[src/rtl/mem_arb_pkg.sv]
// Shared encodings for the unified-memory arbiter: FSM states, owner codes and the
// full-word byte-enable mask.
package mem_arb_pkg;

    typedef enum logic [1:0] {
        StIdle   = 2'd0,
        StAccess = 2'd1,
        StDone   = 2'd2
    } state_e;

    localparam logic       OWN_IF  = 1'b0;
    localparam logic       OWN_D   = 1'b1;
    localparam logic [3:0] BE_WORD = 4'b1111;

endpackage

[src/rtl/mem_arb_grant.sv]
// Grant decision between fetch and data ports, with a streak counter that forces a
// pending fetch through after STARVE_LIMIT back-to-back data grants.
module mem_arb_grant #(
    parameter int unsigned STARVE_LIMIT = 4
) (
    input  logic clk_i,
    input  logic rst_i,
    input  logic if_req_i,
    input  logic d_req_i,
    input  logic grant_i,
    output logic grant_d_o
);

    localparam logic [3:0] Limit = 4'(STARVE_LIMIT);

    logic [3:0] streak_q, streak_d;

    assign grant_d_o = d_req_i && !(if_req_i && (streak_q == Limit));

    always_comb begin
        streak_d = streak_q;
        if (grant_i) begin
            if (grant_d_o && if_req_i) begin
                streak_d = (streak_q == 4'hF) ? streak_q : streak_q + 4'd1;
            end else begin
                streak_d = 4'd0;
            end
        end
    end

    always_ff @(posedge clk_i or posedge rst_i) begin
        if (rst_i) begin
            streak_q <= 4'd0;
        end else begin
            streak_q <= streak_d;
        end
    end

endmodule

[src/rtl/mem_arbiter.sv]
// Single-port memory arbiter: data port has priority over instruction fetch, a
// starvation guard bounds fetch latency, and a ready timeout aborts stuck accesses.
module mem_arbiter
    import mem_arb_pkg::*;
#(
    parameter int unsigned STARVE_LIMIT = 4,
    parameter int unsigned TIMEOUT      = 15
) (
    input  logic        Clk,
    input  logic        Reset,
    input  logic        if_req,
    input  logic [31:0] if_addr,
    output logic        if_ack,
    output logic [31:0] if_rdata,
    input  logic        d_req,
    input  logic        d_rw,
    input  logic [31:0] d_addr,
    input  logic [3:0]  d_be,
    input  logic        d_sign,
    input  logic [31:0] d_wdata,
    output logic        d_ack,
    output logic [31:0] d_rdata,
    output logic        err,
    output logic        busy,
    output logic        mem_cs,
    output logic        mem_rw,
    output logic [31:0] mem_addr,
    output logic [3:0]  mem_be,
    output logic        mem_sign,
    output logic [31:0] mem_wdata,
    input  logic [31:0] mem_rdata,
    input  logic        mem_ready
);

    localparam logic [7:0] TimeoutW = 8'(TIMEOUT);

    state_e      state_q, state_d;
    logic        owner_q, owner_d;
    logic [31:0] addr_q, addr_d;
    logic [3:0]  be_q, be_d;
    logic        rw_q, rw_d;
    logic        sign_q, sign_d;
    logic [31:0] wdata_q, wdata_d;
    logic [31:0] if_rdata_q, if_rdata_d;
    logic [31:0] d_rdata_q, d_rdata_d;
    logic [7:0]  wait_q, wait_d;
    logic        err_q, err_d;

    logic        grant;
    logic        grant_d;
    logic [7:0]  wait_inc;

    assign grant    = (state_q == StIdle) && (if_req || d_req);
    assign wait_inc = wait_q + 8'd1;

    mem_arb_grant #(
        .STARVE_LIMIT(STARVE_LIMIT)
    ) u_grant (
        .clk_i    (Clk),
        .rst_i    (Reset),
        .if_req_i (if_req),
        .d_req_i  (d_req),
        .grant_i  (grant),
        .grant_d_o(grant_d)
    );

    always_ff @(posedge Clk or posedge Reset) begin
        if (Reset) begin
            state_q <= StIdle;
        end else begin
            state_q <= state_d;
        end
    end

    always_comb begin
        state_d = state_q;
        unique case (state_q)
            StIdle:   if (grant) state_d = StAccess;
            StAccess: if (mem_ready || (wait_inc == TimeoutW)) state_d = StDone;
            StDone:   state_d = StIdle;
            default:  state_d = StIdle;
        endcase
    end

    always_comb begin
        owner_d    = owner_q;
        addr_d     = addr_q;
        be_d       = be_q;
        rw_d       = rw_q;
        sign_d     = sign_q;
        wdata_d    = wdata_q;
        if_rdata_d = if_rdata_q;
        d_rdata_d  = d_rdata_q;
        wait_d     = wait_q;
        err_d      = err_q;
        if (grant) begin
            owner_d = grant_d ? OWN_D : OWN_IF;
            addr_d  = grant_d ? d_addr : if_addr;
            be_d    = grant_d ? d_be : BE_WORD;
            rw_d    = grant_d ? d_rw : 1'b0;
            sign_d  = grant_d ? d_sign : 1'b0;
            wdata_d = grant_d ? d_wdata : 32'd0;
            wait_d  = 8'd0;
            err_d   = 1'b0;
        end else if (state_q == StAccess) begin
            if (mem_ready) begin
                if (!rw_q) begin
                    if (owner_q == OWN_D) d_rdata_d = mem_rdata;
                    else                  if_rdata_d = mem_rdata;
                end
            end else begin
                wait_d = wait_inc;
                if (wait_inc == TimeoutW) err_d = 1'b1;
            end
        end else if (state_q == StDone) begin
            wait_d = 8'd0;
        end
    end

    always_ff @(posedge Clk or posedge Reset) begin
        if (Reset) begin
            owner_q    <= OWN_IF;
            addr_q     <= 32'd0;
            be_q       <= 4'd0;
            rw_q       <= 1'b0;
            sign_q     <= 1'b0;
            wdata_q    <= 32'd0;
            if_rdata_q <= 32'd0;
            d_rdata_q  <= 32'd0;
            wait_q     <= 8'd0;
            err_q      <= 1'b0;
        end else begin
            owner_q    <= owner_d;
            addr_q     <= addr_d;
            be_q       <= be_d;
            rw_q       <= rw_d;
            sign_q     <= sign_d;
            wdata_q    <= wdata_d;
            if_rdata_q <= if_rdata_d;
            d_rdata_q  <= d_rdata_d;
            wait_q     <= wait_d;
            err_q      <= err_d;
        end
    end

    // Outputs decode from state so an asynchronous reset clears them immediately.
    always_comb begin
        mem_cs    = 1'b0;
        mem_rw    = 1'b0;
        mem_addr  = 32'd0;
        mem_be    = 4'd0;
        mem_sign  = 1'b0;
        mem_wdata = 32'd0;
        if_ack    = 1'b0;
        d_ack     = 1'b0;
        err       = 1'b0;
        unique case (state_q)
            StAccess: begin
                mem_cs    = 1'b1;
                mem_rw    = rw_q;
                mem_addr  = addr_q;
                mem_be    = be_q;
                mem_sign  = sign_q;
                mem_wdata = wdata_q;
            end
            StDone: begin
                if_ack = (owner_q == OWN_IF);
                d_ack  = (owner_q == OWN_D);
                err    = err_q;
            end
            default: ;
        endcase
    end

    assign busy     = (state_q != StIdle);
    assign if_rdata = if_rdata_q;
    assign d_rdata  = d_rdata_q;

endmodule

[config.mk]
export PLATFORM = sky130hd
export DESIGN_NAME = mem_arbiter
export DESIGN_NICKNAME = d
export VERILOG_FILES = /design/src/rtl/mem_arb_pkg.sv /design/src/rtl/mem_arb_grant.sv /design/src/rtl/mem_arbiter.sv
export SDC_FILE = /design/constraint.sdc
export NUM_CORES = 1
export LEC_CHECK = 0
export BUFFER_PORTS_ARGS = -buffer_cell sky130_fd_sc_hd__clkbuf_2
export CORE_ASPECT_RATIO = 1.4
export CORE_MARGIN = 5
export CORE_UTILIZATION = 25
export DETAILED_ROUTE_END_ITERATION = 6
export GPL_TIMING_DRIVEN = 1
export PLACE_DENSITY = 0.43
export SETUP_SLACK_MARGIN = 0.02
export SLEW_MARGIN = 10
export SYNTH_ARGS = -nofsm -noshare
export SYNTH_HDL_FRONTEND = slang
export SYNTH_SLANG_ARGS = --single-unit
[constraint.sdc]
create_clock -name Clk -period 4.7 [get_ports Clk]
set_input_delay 0.235 -clock Clk [delete_from_list [all_inputs] [get_ports Clk]]
set_output_delay 0.235 -clock Clk [all_outputs]
set_load 0.05 [all_outputs]
==> key figures <==
Die
  – Core footprint: 0.0261 mm2
  – Die W: 147 um
  – Row count: 70
  – DIE HEIGHT: between 200 and 250 um
  – Initial core utilization: 0.253
  – Ports: about 280
  – Die Area: between 0.02 and 0.03 mm2

Synth
  – Seq/Total Area, Yosys: 0.567
  – Count of cell types in the netlist: 47
  – Post-synth net total: a little under 700
  – Synthesized area per cell: ~12 um2
  – Syn. warnings: 0
  – Number of synthesized register bits: 150
  – EDFF count, synth: 0
  – Mapped Area: between 0.006 and 0.007 mm2
  – Ys async rst share: 1.00
  – Ys flop type: dfrtp_1
  – Mapped Cells: approximately 540

Cells and area
  – End-of-flow core utilization: 0.342
  – Most frequent cells in the layout: clkbuf_2, dfrtp_1, and2_1
  – Layout cell share with drive strength beyond 1: 0.415
  – FF/Latch Area: ~0.0038 mm2
  – Commonest non-fill, non-tap cell in the layout: clkbuf_2
  – Number of diodes: 0
  – Number of fillers in the final layout: 2694
  – Post-layout nets: between 900 and 1000
  – Non-Filler Instances: roughly 1200
  – Post-route cell area: ~0.009 mm2
  – Area of the multi-input gates: about 0.0027 mm2
  – Area grow syn2layout: 35.0%

Clock tree
  – Total CTS buffers: 17
  – Clk Tree Root Cell: clkbuf_16
  – Bufs on Longest Clock Path: 2
  – H-Tree Depth: 4
  – CTS tree: built
  – Clock sinks: 150
  – Latest clock arrival within the worst-skew pair: 420 ps
  – Clock transition at the registers of the reported paths: about 60 ps

Status
  – Status: finished clean

Power
  – Leak Pwr: 4.50 nW
  – Peak supply drop: between 200 and 300 uV
  – Power per standard cell area: 798 mW/mm2
  – Total power: 7.13 mW

Placement
  – Post-place setup slack: between 2000 and 2500 ps
  – Post-DP Area: 0.00827 mm2
  – Detailed placement HPWL: roughly 13000 um
  – Placer Congestion: slightly above 0.7
  – Placed cells: around 1100
  – I/O Buffers: 277

Global routing
  – Initial antenna violation count: 0
  – Largest net degree at the start of global routing: 103
  – Gr usage total: 0.126
  – Vias in the first global route: ~5400
  – Overflow after GRT: 0
  – Global-route wire length before repair: around 30000 um

STA
  – Final setup margin: about 2400 ps
  – Final setup viols: 0
  – Period utilization: 0.500
  – Slew Viols, Final: 0
  – Worst hold slack: 32.7 ps
  – Fmax: about 430 MHz
  – Slew headroom: 0.305
  – Unrepaired setup endpoints after global routing: no
  – Clock Skew: ~10 ps
  – Minimum clock period: ~2300 ps
  – Final hold violation count: 0
  – Worst-Margin Slew: 1040 ps
  – Setup TNS: 0 ps

Critical path
  – CP startpoint kind: flip-flop
  – Reg-to-reg slack, setup: around 2400 ps
  – Crit-path max cell delay: around 530 ps
  – CP max stage cell: buf_4
  – Critical path class: reg -> out
  – Worst Path Required: ~4500 ps
  – Crit path DAT: approximately 2100 ps
  – Crit-path max FO: 74
  – Worst setup EP type: primary output
  – CP cell instances: inv_2, nor2_4, buf_4, and2_1, clkbuf_2

Detailed routing
  – Routed via count: 5036
  – Routed len/inst: between 15 and 20 um
  – Post-route ant nets: 0
  – Vias per std cell: between 4 and 5
  – Wirelength, routed: ~19000 um
  – Iteration-0 DRC count of the detailed router: just over 90
  – Pre-Repair DR Iteration Count: 4
  – DRC Markers: 0

Run
  – Max Cap Viol: 0

Hold path
  – Hold Path Class: in -> reg
power breakdown:
| group | switching, mW | total (mW) | internal (mW) |
|---|---|---|---|
| logic | 2.72 | 3.66 | 0.940 |
| registers | 0.297 | 2.17 | 1.87 |
| clock network | 0.552 | 1.31 | 0.753 |
| total | 3.57 | 7.13 | 3.56 |
path summary, 6_finish.rpt:
kind                                startpoint            to  cells after the start
min reg2reg                         addr_q[22]    addr_q[22]                      2
min                                d_wdata[21]   wdata_q[21]                      2
max                                 state_q[0]   mem_addr[9]                      5
min in group asynchronous                Reset  if_rdata[19]                      3
max in group asynchronous                Reset   d_rdata[21]                      4
max reg2reg                u_grant.streak_q[0]   wdata_q[15]                      7
Yosys cell counts, types with 7 or more instances:
library cell  number  area [um2]
mux2_1            48         541
mux2i_1           32         320
nand2_1           45         169
and2_1            71         444
inv_1              8        30.0
mux2_2            17         191
dfrtp_1          150        3750
o21ai_0           42         210
a22o_1            36         315
buf_2             16        80.1
nand3_1            7        35.0
clkbuf_1           9        33.8
metal layers:
metal	GRT usage	vias up	wire length, um
li1	-	2450	-
met1	0.144	2378	7720
met2	0.213	190	9160
met3	0.0536	18	1600
met4	0.0426	0	301
met5	0	-	0
logic make-up after synthesis:
family | after synthesis | synth area share
simple gates | 149 | 0.128
compound gates | 95 | 0.0993
buf+inv | 42 | 0.0337
xor+xnor | 4 | 0.00530
mux | 97 | 0.159
flops | 150 | 0.567
fa+ha+maj | 4 | 0.00756
worst max-delay path, delay by kind of cell (launching register included):
family | cells | cell delay (ps)
buffers and inverters | 3 | 890
flip-flops | 1 | 440
AND/OR/NAND/NOR | 2 | 330
repair_timing:
action                                 CTS  global route
hold buffers                            10             0
setup buffers                            0             0
gates resized for setup                  0             0
setup endpoints to repair                0             0
endpoints found under the hold margin   77             0
registers in the layout, summed over array words and instances (netlist names):
register          cells
state_q               2
owner_q               1
d_rdata              32
u_grant.streak_q      4
rw_q                  1
addr_q               32
sign_q                1
be_q                  4
wdata_q              32
err_q                 1
wait_q                8
if_rdata             32
cell type report:
cell class                 count  share of cell area
inverter                       9             0.00434
sequential                   150               0.420
clock inverter                11              0.0115
tap                          324              0.0454
multi-input combinational    349               0.297
timing repair buffer         292               0.171
clock buffer                  20              0.0511
(Power assumes the default switching activity.)
